**config.mk**
```make
export PLATFORM = sky130hd
export DESIGN_NAME = trace_matcher_n_flat
export DESIGN_NICKNAME = d
export VERILOG_FILES = /design/src/rtl/trace_match_pkg.sv /design/src/rtl/trace_match_if.sv /design/src/rtl/trace_match_fifo.sv /design/src/rtl/trace_matcher_n.sv /design/src/flat_wrapper.sv
export SDC_FILE = /design/constraint.sdc
export NUM_CORES = 2
export LEC_CHECK = 0
export BUFFER_PORTS_ARGS = -buffer_cell sky130_fd_sc_hd__buf_2
export CAP_MARGIN = 20
export CORE_MARGIN = 3
export CORE_UTILIZATION = 35
export DETAILED_ROUTE_END_ITERATION = 16
export PLACE_DENSITY = 0.56
export SLEW_MARGIN = 30
export SYNTH_ARGS = -nofsm -noshare
export SYNTH_HDL_FRONTEND = slang
export SYNTH_SLANG_ARGS = --single-unit
```
**constraint.sdc**
```tcl
create_clock -name trace_clk -period 9.75 [get_ports trace_clk]
set_clock_uncertainty 0.05 [all_clocks]
set_input_delay 1.95 -clock trace_clk [delete_from_list [all_inputs] [get_ports trace_clk]]
set_output_delay 1.95 -clock trace_clk [all_outputs]
set_load 0.05 [all_outputs]
```
**src/rtl/trace_match_pkg.sv**
```systemverilog
// ============================================================================
//  Module      : trace_match_pkg
//  Description : Shared types, constants and the priority encoder for the
//                trace pattern matcher.
//  Revision    : 1.0 - initial release
// ============================================================================
`default_nettype none

package trace_match_pkg;

  localparam int RULE_IDX_W = 8;
  localparam int ENTRY_W    = 64;
  // Timestamp field width inside an entry; narrower timestamps are zero-padded
  localparam int TS_PAD     = ENTRY_W - RULE_IDX_W;

  typedef struct packed {
    logic [RULE_IDX_W-1:0] rule;
    logic [TS_PAD-1:0]     timestamp;
  } entry_t;

  // Index of the lowest set bit (0 when the vector is empty)
  function automatic logic [RULE_IDX_W-1:0] prio_enc(input logic [63:0] vec);
    logic [RULE_IDX_W-1:0] idx;
    idx = '0;
    for (int i = 63; i >= 0; i--) begin
      if (vec[i]) idx = RULE_IDX_W'(i);
    end
    return idx;
  endfunction

endpackage

`default_nettype wire

```
**src/rtl/trace_match_if.sv**
```systemverilog
// ============================================================================
//  Module      : trace_match_if
//  Description : Trace frame input and match-FIFO read port of the matcher.
//                master = deframer/register side, slave = matcher.
//  Revision    : 1.0 - initial release
// ============================================================================
`default_nettype none

interface trace_match_if #(
  parameter int pDATA_WIDTH = 64
) ();
  import trace_match_pkg::*;

  logic [pDATA_WIDTH-1:0] trace_data;
  logic                   trace_valid;
  logic                   fifo_rd;
  logic                   fifo_clear;
  logic [ENTRY_W-1:0]     fifo_dout;
  logic                   fifo_empty;
  logic                   fifo_full;
  logic                   fifo_overflow;

  modport master (
    output trace_data, trace_valid, fifo_rd, fifo_clear,
    input  fifo_dout, fifo_empty, fifo_full, fifo_overflow
  );

  modport slave (
    input  trace_data, trace_valid, fifo_rd, fifo_clear,
    output fifo_dout, fifo_empty, fifo_full, fifo_overflow
  );
endinterface

`default_nettype wire

```
**src/rtl/trace_match_fifo.sv**
```systemverilog
// ============================================================================
//  Module      : trace_match_fifo
//  Description : Synchronous first-word-fall-through FIFO of match entries
//                with registered exact full/empty, clear and sticky overflow.
//  Revision    : 1.0 - initial release
// ============================================================================
`default_nettype none

module trace_match_fifo
  import trace_match_pkg::*;
#(
  parameter int pDEPTH = 32
) (
  input  wire logic trace_clk,
  input  wire logic resetn,
  input  wire logic wr_en,
  input  entry_t    wr_data,
  input  wire logic rd_en,
  input  wire logic clear,
  output entry_t    dout,
  output logic      empty,
  output logic      full,
  output logic      overflow
);

  localparam int              c_AW   = (pDEPTH > 1) ? $clog2(pDEPTH) : 1;
  localparam logic [c_AW:0]   c_FULL = (c_AW + 1)'(pDEPTH);
  localparam logic [c_AW:0]   c_ONE  = (c_AW + 1)'(1);

  entry_t            r_mem [pDEPTH];
  logic [c_AW-1:0]   r_wr_ptr;
  logic [c_AW-1:0]   r_rd_ptr;
  logic [c_AW:0]     r_count;
  entry_t            r_dout;
  logic              r_empty;
  logic              r_full;
  logic              r_overflow;

  logic              w_rd_ok;
  logic              w_wr_ok;
  logic [c_AW-1:0]   w_rd_nxt;
  logic [c_AW:0]     w_count_nxt;

  // A read frees a slot in the same cycle, so a full FIFO still accepts a write
  always_comb begin
    w_rd_ok     = rd_en && !r_empty;
    w_wr_ok     = wr_en && (!r_full || w_rd_ok);
    w_rd_nxt    = r_rd_ptr + 1'b1;
    w_count_nxt = r_count;
    if (w_wr_ok && !w_rd_ok) w_count_nxt = r_count + 1'b1;
    else if (w_rd_ok && !w_wr_ok) w_count_nxt = r_count - 1'b1;
  end

  // Storage array; contents need no reset since pointers define validity
  always_ff @(posedge trace_clk) begin
    if (resetn && !clear && w_wr_ok) r_mem[r_wr_ptr] <= wr_data;
  end

  // Pointers, flags and the registered head entry
  always_ff @(posedge trace_clk) begin
    if (!resetn) begin
      r_wr_ptr   <= '0;
      r_rd_ptr   <= '0;
      r_count    <= '0;
      r_empty    <= 1'b1;
      r_full     <= 1'b0;
      r_overflow <= 1'b0;
      r_dout     <= '0;
    end else if (clear) begin
      r_wr_ptr   <= '0;
      r_rd_ptr   <= '0;
      r_count    <= '0;
      r_empty    <= 1'b1;
      r_full     <= 1'b0;
      r_overflow <= 1'b0;
    end else begin
      if (w_wr_ok) r_wr_ptr <= r_wr_ptr + 1'b1;
      if (w_rd_ok) r_rd_ptr <= w_rd_nxt;
      r_count <= w_count_nxt;
      r_empty <= (w_count_nxt == '0);
      r_full  <= (w_count_nxt == c_FULL);
      if (wr_en && !w_wr_ok) r_overflow <= 1'b1;
      // Head tracks the oldest entry; it holds when the FIFO drains
      if (w_wr_ok && r_empty) begin
        r_dout <= wr_data;
      end else if (w_rd_ok) begin
        if (r_count == c_ONE) begin
          if (w_wr_ok) r_dout <= wr_data;
        end else begin
          r_dout <= r_mem[w_rd_nxt];
        end
      end
    end
  end

  assign dout     = r_dout;
  assign empty    = r_empty;
  assign full     = r_full;
  assign overflow = r_overflow;

endmodule

`default_nettype wire

```
**src/rtl/trace_matcher_n.sv**
```systemverilog
// ============================================================================
//  Module      : trace_matcher_n
//  Description : Pattern/mask trace matcher. Lowest-index hit drives the
//                trigger and queues a {rule, timestamp} entry.
//                Optional macro TRACE_MATCH_COUNTERS_EN adds per-rule 16-bit
//                saturating hit counters on match_count.
//  Revision    : 1.0 - initial release
// ============================================================================
`default_nettype none

module trace_matcher_n
  import trace_match_pkg::*;
#(
  parameter int pNUM_RULES  = 8,
  parameter int pDATA_WIDTH = 64,
  parameter int pFIFO_DEPTH = 32,
  parameter int pTS_WIDTH   = 56
) (
  input  wire logic                              trace_clk,
  input  wire logic                              resetn,
  trace_match_if.slave                           bus,
  input  wire logic [pNUM_RULES*pDATA_WIDTH-1:0] patterns,
  input  wire logic [pNUM_RULES*pDATA_WIDTH-1:0] masks,
  input  wire logic [pNUM_RULES-1:0]             pattern_enable,
  input  wire logic                              trig_toggle,
  input  wire logic                              trig_enable,
  output logic                                   trig_out
`ifdef TRACE_MATCH_COUNTERS_EN
  ,
  output logic [pNUM_RULES*16-1:0]               match_count
`endif
);

  logic [pNUM_RULES-1:0] w_hit;
  logic [pNUM_RULES-1:0] r_hit_vec;
  logic [pTS_WIDTH-1:0]  r_ts;
  logic [pTS_WIDTH-1:0]  r_ts_cap;
  logic                  r_trig;
  logic                  w_hit_any;
  entry_t                w_entry;
  entry_t                w_dout;

  generate
    for (genvar gi = 0; gi < pNUM_RULES; gi++) begin : g_rule
      logic [pDATA_WIDTH-1:0] w_diff;
      assign w_diff    = (bus.trace_data ^ patterns[gi*pDATA_WIDTH +: pDATA_WIDTH])
                         & masks[gi*pDATA_WIDTH +: pDATA_WIDTH];
      assign w_hit[gi] = bus.trace_valid && pattern_enable[gi] && (w_diff == '0);
    end
  endgenerate

  // Free-running timestamp plus the compare stage capturing hits and their time
  always_ff @(posedge trace_clk) begin
    if (!resetn) begin
      r_ts      <= '0;
      r_ts_cap  <= '0;
      r_hit_vec <= '0;
    end else begin
      r_ts      <= r_ts + 1'b1;
      r_ts_cap  <= r_ts;
      r_hit_vec <= w_hit;
    end
  end

  // Winning rule and FIFO entry from the registered compare results
  always_comb begin
    w_hit_any         = |r_hit_vec;
    w_entry           = '0;
    w_entry.rule      = prio_enc(64'(r_hit_vec));
    w_entry.timestamp = TS_PAD'(r_ts_cap);
  end

  // Trigger output: pulse follows hit cycles, toggle inverts per hit cycle
  always_ff @(posedge trace_clk) begin
    if (!resetn) begin
      r_trig <= 1'b0;
    end else if (trig_enable) begin
      if (trig_toggle) begin
        if (w_hit_any) r_trig <= ~r_trig;
      end else begin
        r_trig <= w_hit_any;
      end
    end
  end

  assign trig_out = r_trig;

  trace_match_fifo #(
    .pDEPTH (pFIFO_DEPTH)
  ) u_fifo (
    .trace_clk (trace_clk),
    .resetn    (resetn),
    .wr_en     (w_hit_any),
    .wr_data   (w_entry),
    .rd_en     (bus.fifo_rd),
    .clear     (bus.fifo_clear),
    .dout      (w_dout),
    .empty     (bus.fifo_empty),
    .full      (bus.fifo_full),
    .overflow  (bus.fifo_overflow)
  );

  assign bus.fifo_dout = w_dout;

`ifdef TRACE_MATCH_COUNTERS_EN
  generate
    for (genvar gc = 0; gc < pNUM_RULES; gc++) begin : g_cnt
      logic [15:0] r_cnt;
      // Every hitting rule counts, not only the winner; saturates at 0xFFFF
      always_ff @(posedge trace_clk) begin
        if (!resetn || bus.fifo_clear) begin
          r_cnt <= '0;
        end else if (r_hit_vec[gc] && (r_cnt != 16'hFFFF)) begin
          r_cnt <= r_cnt + 16'd1;
        end
      end
      assign match_count[gc*16 +: 16] = r_cnt;
    end
  endgenerate
`endif

endmodule

`default_nettype wire
```
**src/flat_wrapper.sv**
```systemverilog
// flat-port wrapper written by rule: the top's interface ports become plain ports
module trace_matcher_n_flat import trace_match_pkg::*;
#(
  parameter int pNUM_RULES  = 8,
  parameter int pDATA_WIDTH = 64,
  parameter int pFIFO_DEPTH = 32,
  parameter int pTS_WIDTH   = 56
)
  (trace_clk, resetn, patterns, masks, pattern_enable, trig_toggle, trig_enable, trig_out, bus_trace_data, bus_trace_valid, bus_fifo_rd, bus_fifo_clear, bus_fifo_dout, bus_fifo_empty, bus_fifo_full, bus_fifo_overflow);
  trace_match_if #(.pDATA_WIDTH(pDATA_WIDTH)) bus_i ();
  input  wire logic trace_clk;
  input  wire logic resetn;
  input  wire logic [pNUM_RULES*pDATA_WIDTH-1:0] patterns;
  input  wire logic [pNUM_RULES*pDATA_WIDTH-1:0] masks;
  input  wire logic [pNUM_RULES-1:0] pattern_enable;
  input  wire logic trig_toggle;
  input  wire logic trig_enable;
  output logic trig_out;
  input wire logic [$bits(bus_i.trace_data)-1:0] bus_trace_data;
  input wire logic [$bits(bus_i.trace_valid)-1:0] bus_trace_valid;
  input wire logic [$bits(bus_i.fifo_rd)-1:0] bus_fifo_rd;
  input wire logic [$bits(bus_i.fifo_clear)-1:0] bus_fifo_clear;
  output wire logic [$bits(bus_i.fifo_dout)-1:0] bus_fifo_dout;
  output wire logic [$bits(bus_i.fifo_empty)-1:0] bus_fifo_empty;
  output wire logic [$bits(bus_i.fifo_full)-1:0] bus_fifo_full;
  output wire logic [$bits(bus_i.fifo_overflow)-1:0] bus_fifo_overflow;
  assign bus_i.trace_data = bus_trace_data;
  assign bus_i.trace_valid = bus_trace_valid;
  assign bus_i.fifo_rd = bus_fifo_rd;
  assign bus_i.fifo_clear = bus_fifo_clear;
  assign bus_fifo_dout = bus_i.fifo_dout;
  assign bus_fifo_empty = bus_i.fifo_empty;
  assign bus_fifo_full = bus_i.fifo_full;
  assign bus_fifo_overflow = bus_i.fifo_overflow;
  trace_matcher_n #(.pNUM_RULES(pNUM_RULES), .pDATA_WIDTH(pDATA_WIDTH), .pFIFO_DEPTH(pFIFO_DEPTH), .pTS_WIDTH(pTS_WIDTH)) u_core (.trace_clk(trace_clk), .resetn(resetn), .bus(bus_i), .patterns(patterns), .masks(masks), .pattern_enable(pattern_enable), .trig_toggle(trig_toggle), .trig_enable(trig_enable), .trig_out(trig_out));
endmodule
```
# After elaboration in Yosys (flattened, before gate mapping)

Memories as Yosys holds them, arrays and structs flattened.
Index checks and enable logic that the tools add are counted.

Reduce and logical (&&, ||, !) cells: 44
Equal/unequal tests: 4
Add/subtract/negate cells: 5
Shifts and indexed selects: 0
$mul: 0
Bitwise gates (word level): 19
$lt $le $gt $ge: 0
Div/mod/pow operators: 0
Multiplexer cells: 18

Operators by type and width:

| operator                                              | count |
|---|---|
| bitwise AND 64 bit                                    | 8 |
| logical NOT 64 bit                                    | 8 |
| XOR 64 bit                                            | 8 |
| two-way mux 64 bit                                    | 4 |
| adder 56 x 1 -> 56 bit, second input constant         | 1 |
| logical AND 1 bit                                     | 24 |
| two-way mux 3 bit                                     | 8 |
| two-way mux 6 bit                                     | 2 |
| adder 5 x 1 -> 5 bit, second input constant           | 2 |
| OR reduction 8 bit                                    | 1 |
| adder 6 x 1 -> 6 bit, second input constant           | 1 |
| equality test 6 x 1 -> 1 bit, second input constant   | 1 |
| equality test 6 bit, second input constant            | 1 |
| logical NOT 6 bit                                     | 1 |
| subtractor 6 x 1 -> 6 bit, second input constant      | 1 |
| logical NOT 1 bit                                     | 5 |
| two-way mux 1 bit                                     | 4 |
| inequality test 3 bit, second input constant          | 1 |
| inverter 1 bit                                        | 3 |
| AND reduction 3 bit                                   | 1 |
| inequality test 2 x 1 -> 1 bit, second input constant | 1 |
| AND reduction 2 bit                                   | 1 |
| nonzero test 2 bit                                    | 1 |
| OR reduction 2 bit                                    | 1 |
| logical OR 1 bit                                      | 1 |

Output and inout port bits: 68
Logic and storage cells: 103
RAM bits: 1,888
ROM bits: 0
Register bits: 204
Latch bits: 0
Memories kept: 1

Memories:

| name                | depth | width | rd ports | clocked after Yosys merged registers in | write ports | RTL line               | source |
|---|---|---|---|---|---|---|---|
| u_core.u_fifo.r_mem | 32    | 59    | 1        | 0                                       | 1           | trace_match_fifo.sv:30 | `entry_t r_mem [pDEPTH];` |

# Logic depth before layout (Yosys ltp)

Depth after elaboration: 12
Depth in mapped cells: 11

# Hierarchy

Synthesis repeated with hierarchy kept, for this count alone.

Cells, all modules: 5,242
Area total of the unflattened synthesis: 93,191.9 um^2

Modules (own cells, without submodules):

| module           | sequential area each (um^2) | cells an instance | times used | area an instance (um^2) |
|---|---|---|---|---|
| trace_match_fifo | 63,160.6                    | 3,886             | 1          | 81,550.7 |
| trace_matcher_n  | 2,422.3                     | 1,356             | 1          | 11,641.2 |

# Least setup slack after synthesis

Ideal clock, no wire load.

Path kind: in2reg
From: input port bus_fifo_rd
To: memory u_core.u_fifo.r_mem[31][0] (netlist name), enable pin
Setup slack: 3.948 ns
Stages on the path: 6
Arrival time: 5.275 ns
Library setup time: 0.476 ns
Cells stage by stage: nand2b_1 > clkbuf_1 > a21oi_4 > and2_4 > nand2_1 > nor2_1

Word-level cells in the longest chain between the ends: 6

RTL lines:

| element                                 | RTL line               | source |
|---|---|---|
| start, declared                         | flat_wrapper.sv:21     | `input wire logic [$bits(bus_i.fifo_rd)-1:0] bus_fifo_rd;` |
| logical AND 1 bit                       | trace_match_fifo.sv:46 | `w_rd_ok = rd_en && !r_empty;` |
| logical OR 1 bit                        | trace_match_fifo.sv:47 | `w_wr_ok = wr_en && (!r_full \|\| w_rd_ok);` |
| logical AND 1 bit                       | trace_match_fifo.sv:47 |  |
| logical AND 1 bit                       | trace_match_fifo.sv:56 | `if (resetn && !clear && w_wr_ok) r_mem[r_wr_ptr] <= wr_data;` |
| two-way mux 1 bit                       | trace_match_fifo.sv:56 |  |
| two-way mux 1 bit (implied by the code) | trace_match_fifo.sv:56 |  |
| end, declared                           | trace_match_fifo.sv:30 |  |

Every way passes these cells.

# Final worst setup path

From: input port bus_fifo_rd
To: memory u_core.u_fifo.r_mem[28][19] (netlist name), enable pin

The elaborated chain is that of the path after synthesis.

==> run_results.csv <==
group,metric,value,unit
placed_design,place_hpwl,354000,um
floorplan,io_pins,1171,
critical_path,r2r_slack,5.05,ns
pwr,leakagePower,38.6,nW
synthesis,ys_seq_area_frac,0.699,
routing,first_iter_violations,7780,
flow_run,maxCapViolCount,0,
clocking,postCtsResizedCells,0,
critical_path,slowest_delay,0.83,ns
sta,fin_crit,4.86,ns
sta,period_share,0.499,
critical_path,path_cells,"buf_2 -> nand2b_1 -> a21oi_4 -> and2_4 -> nand2_1 -> nor2_4 -> buf_4",
synthesis,syn_area_per_cell,17.6,sq um
clocking,cts_tree,"built",
layout,stdcell_count,9744,
floorplan,core-area,246000,sq um
critical_path,required,10.15,ns
routing,post_drt_via_cell_ratio,5.81,
pwr,ir_drop,0.000231,V
sta,finalSetupTns,0,ns
pwr,powerDensity,181,nW/um^2
synthesis,async_flop_share,0,
sta,slew_violations,0,
routing,postRouteAntennaNets,0,
clocking,cts_buffers,208,
synthesis,yosysWarningCount,0,
placed_design,gp_congestion,1.12,
synthesis,synth_cells,4940,
sta,hold_viol_final,0,
layout,fillers,22554,
worst_hold_path,hold_class,"reg -> reg",
floorplan,die_y,504,um
global_routing,grtUsageTotal,0.355,
synthesis,syn_area,86800,sq um
placed_design,portBuffers,1165,
sta,finalSetupViolCount,0,
placed_design,postPlaceCellArea,96900,sq um
sta,relSlewSlack,0.220,
synthesis,synth_edf_count,1888,
clocking,clock_latency,0.86,ns
critical_path,endpoint_kind,"register",
clocking,cts-root-buf,"clkbuf_16",
status,status,"finished clean",
clocking,cts_hold_buffers,0,
layout,final_net_count,7237,
layout,final_common_cell,"edfxtp_1",
sta,grt_setup_unrepaired,"no",
global_routing,gr-total-overflow,0,
floorplan,die_w,504,um
global_routing,grt_start_max_net_pins,120,
global_routing,antenna_found_initial,292,
layout,multi_input_area,25200,sq um
critical_path,crit_fanout,41,
pwr,total_power,18.8,mW
global_routing,grt_pass1_wl,584000,um
floorplan,initial_utilization,0.352,
floorplan,rows,182,
layout,register_area,60700,sq um
critical_path,worstSetupStartpointType,"input pin",
routing,routed_wl,460000,um
global_routing,grt_pass1_vias,54837,
layout,layout.cells.most_common_list,"1888 x edfxtp_1, 1164 x buf_2, 525 x xor2_1",
critical_path,path_buf_inv,2,
clocking,clkSlewWorstSetupHoldPaths,0.06,ns
layout,layout-drive-gt1-share,0.344,
clocking,cts_buffer_depth,3,
routing,detail_route.first_pass.iterations,8,
layout,area_growth,19.9,%
routing,vias,56614,
synthesis,ys_types,61,
clocking,post_cts_buffers,0,
placed_design,place_inst,9225,
synthesis,synth_ff_type,"edfxtp_1",
clocking,htreeDepth,4,
routing,wire_per_inst,47.2,um
synthesis,ys_ff_latch,2087,
layout,final_area,104000,sq um
routing,drc,0,
sta,max_freq,206,MHz
critical_path,arrival,5.27,ns
clocking,cts.sink_count,2087,
critical_path,crit_type,"in -> reg",
sta,tightestPinTransition,1.17,ns
critical_path,slowest_stage,"nor2_4",
critical_path,critPathTopFamily,"simple AND/OR/NAND/NOR gates",
floorplan,dieArea,254000,sq um
[kinds of logic (layout without fill, tap and decap cells)]
| logic type | count (synthesis) | count (layout) | synth area share |
|---|---|---|---|
| compound gates | 489 | 489 | 0.0452 |
| flops | 2087 | 2087 | 0.699 |
| mux | 537 | 537 | 0.130 |
| simple gates | 937 | 937 | 0.0518 |
| fa+ha+maj | 9 | 9 | 0.00130 |
| other cells | 1 | 126 | 0.0000432 |
| xor+xnor | 566 | 566 | 0.0571 |
| buf+inv | 314 | 1681 | 0.0153 |
[sequential cells by signal, summed over array words and instances, names as in the netlist, 5 cells and up]
| register | cells |
|---|---|
| u_core.r_ts_cap | 56 |
| u_core.u_fifo.dout | 59 |
| u_core.u_fifo.r_mem | 1888 |
| u_core.u_fifo.r_rd_ptr | 5 |
| u_core.r_hit_vec | 8 |
| u_core.u_fifo.r_count | 6 |
| u_core.r_ts | 56 |
| u_core.u_fifo.r_wr_ptr | 5 |
[worst paths after layout]
path,endpoint,from,depth (start not counted)
max,u_core.u_fifo.r_mem[28][19],bus_fifo_rd,7
min,u_core.r_ts_cap[55],u_core.r_ts[55],1
max reg2reg,u_core.u_fifo.dout[27],u_core.u_fifo.r_rd_ptr[0],8
min reg2reg,u_core.r_ts_cap[55],u_core.r_ts[55],1
[Yosys cell counts (5+ instances only)]
cell / instances / area [sq um]
and3_1: 67 / 419
buf_1: 23 / 86.3
nand2b_1: 5 / 31.3
or4_1: 11 / 82.6
a22o_1: 64 / 561
nand3_1: 118 / 591
buf_2: 71 / 355
a21boi_0: 9 / 67.6
xor2_1: 530 / 4640
dfxtp_1: 199 / 3980
a221o_1: 59 / 591
nor4_1: 15 / 93.8
mux2i_1: 64 / 641
nor2_1: 181 / 679
a22oi_1: 112 / 841
xnor2_1: 36 / 315
o22ai_1: 57 / 357
edfxtp_1: 1888 / 56700
nand4_1: 47 / 294
a2111oi_0: 60 / 526
inv_1: 14 / 52.6
nor3_1: 13 / 65.1
o21a_1: 5 / 37.5
clkbuf_1: 195 / 732
or3_1: 11 / 68.8
and2_1: 93 / 582
nor2b_1: 14 / 87.6
mux4_2: 472 / 10600
a222oi_1: 8 / 80.1
ha_1: 9 / 113
buf_4: 7 / 52.6
nand2_1: 338 / 1270
a221oi_1: 65 / 569
a21oi_1: 18 / 90.1
o21ai_0: 18 / 90.1
[power breakdown]
group          total, mW  internal (mW)  switching [mW]
Sequential          9.63           9.61          0.0128
Combinational       1.29          0.376           0.909
Clock               7.93           4.48            3.46
[through the flow]
step,hold WS (ns),util,setup slack (ns)
after floorplan,0.390,-,3.95
after global placement,0.415,0.392,4.05
after detailed placement,0.416,0.393,3.98
after CTS,0.432,0.421,4.78
after global routing,0.452,0.422,4.62
final,0.435,0.422,4.89
[layout make-up]
| class | count | area share |
|---|---|---|
| well taps | 3312 | 0.0398 |
| inverters | 14 | 0.000505 |
| flip-flops and latches | 2087 | 0.584 |
| multi-input cells | 2543 | 0.242 |
| repair buffers | 1271 | 0.0660 |
| clock buffers | 285 | 0.0554 |
| clock inverters | 111 | 0.00973 |
| diodes | 121 | 0.00291 |
[metal layers]
layer,part of all wire,GRT usage
met3,0.074,0.0685
met1,0.40,0.469
met4,0.057,0.167
met2,0.47,0.565
met5,0.00090,0
Power figures use the tool's default switching activity.
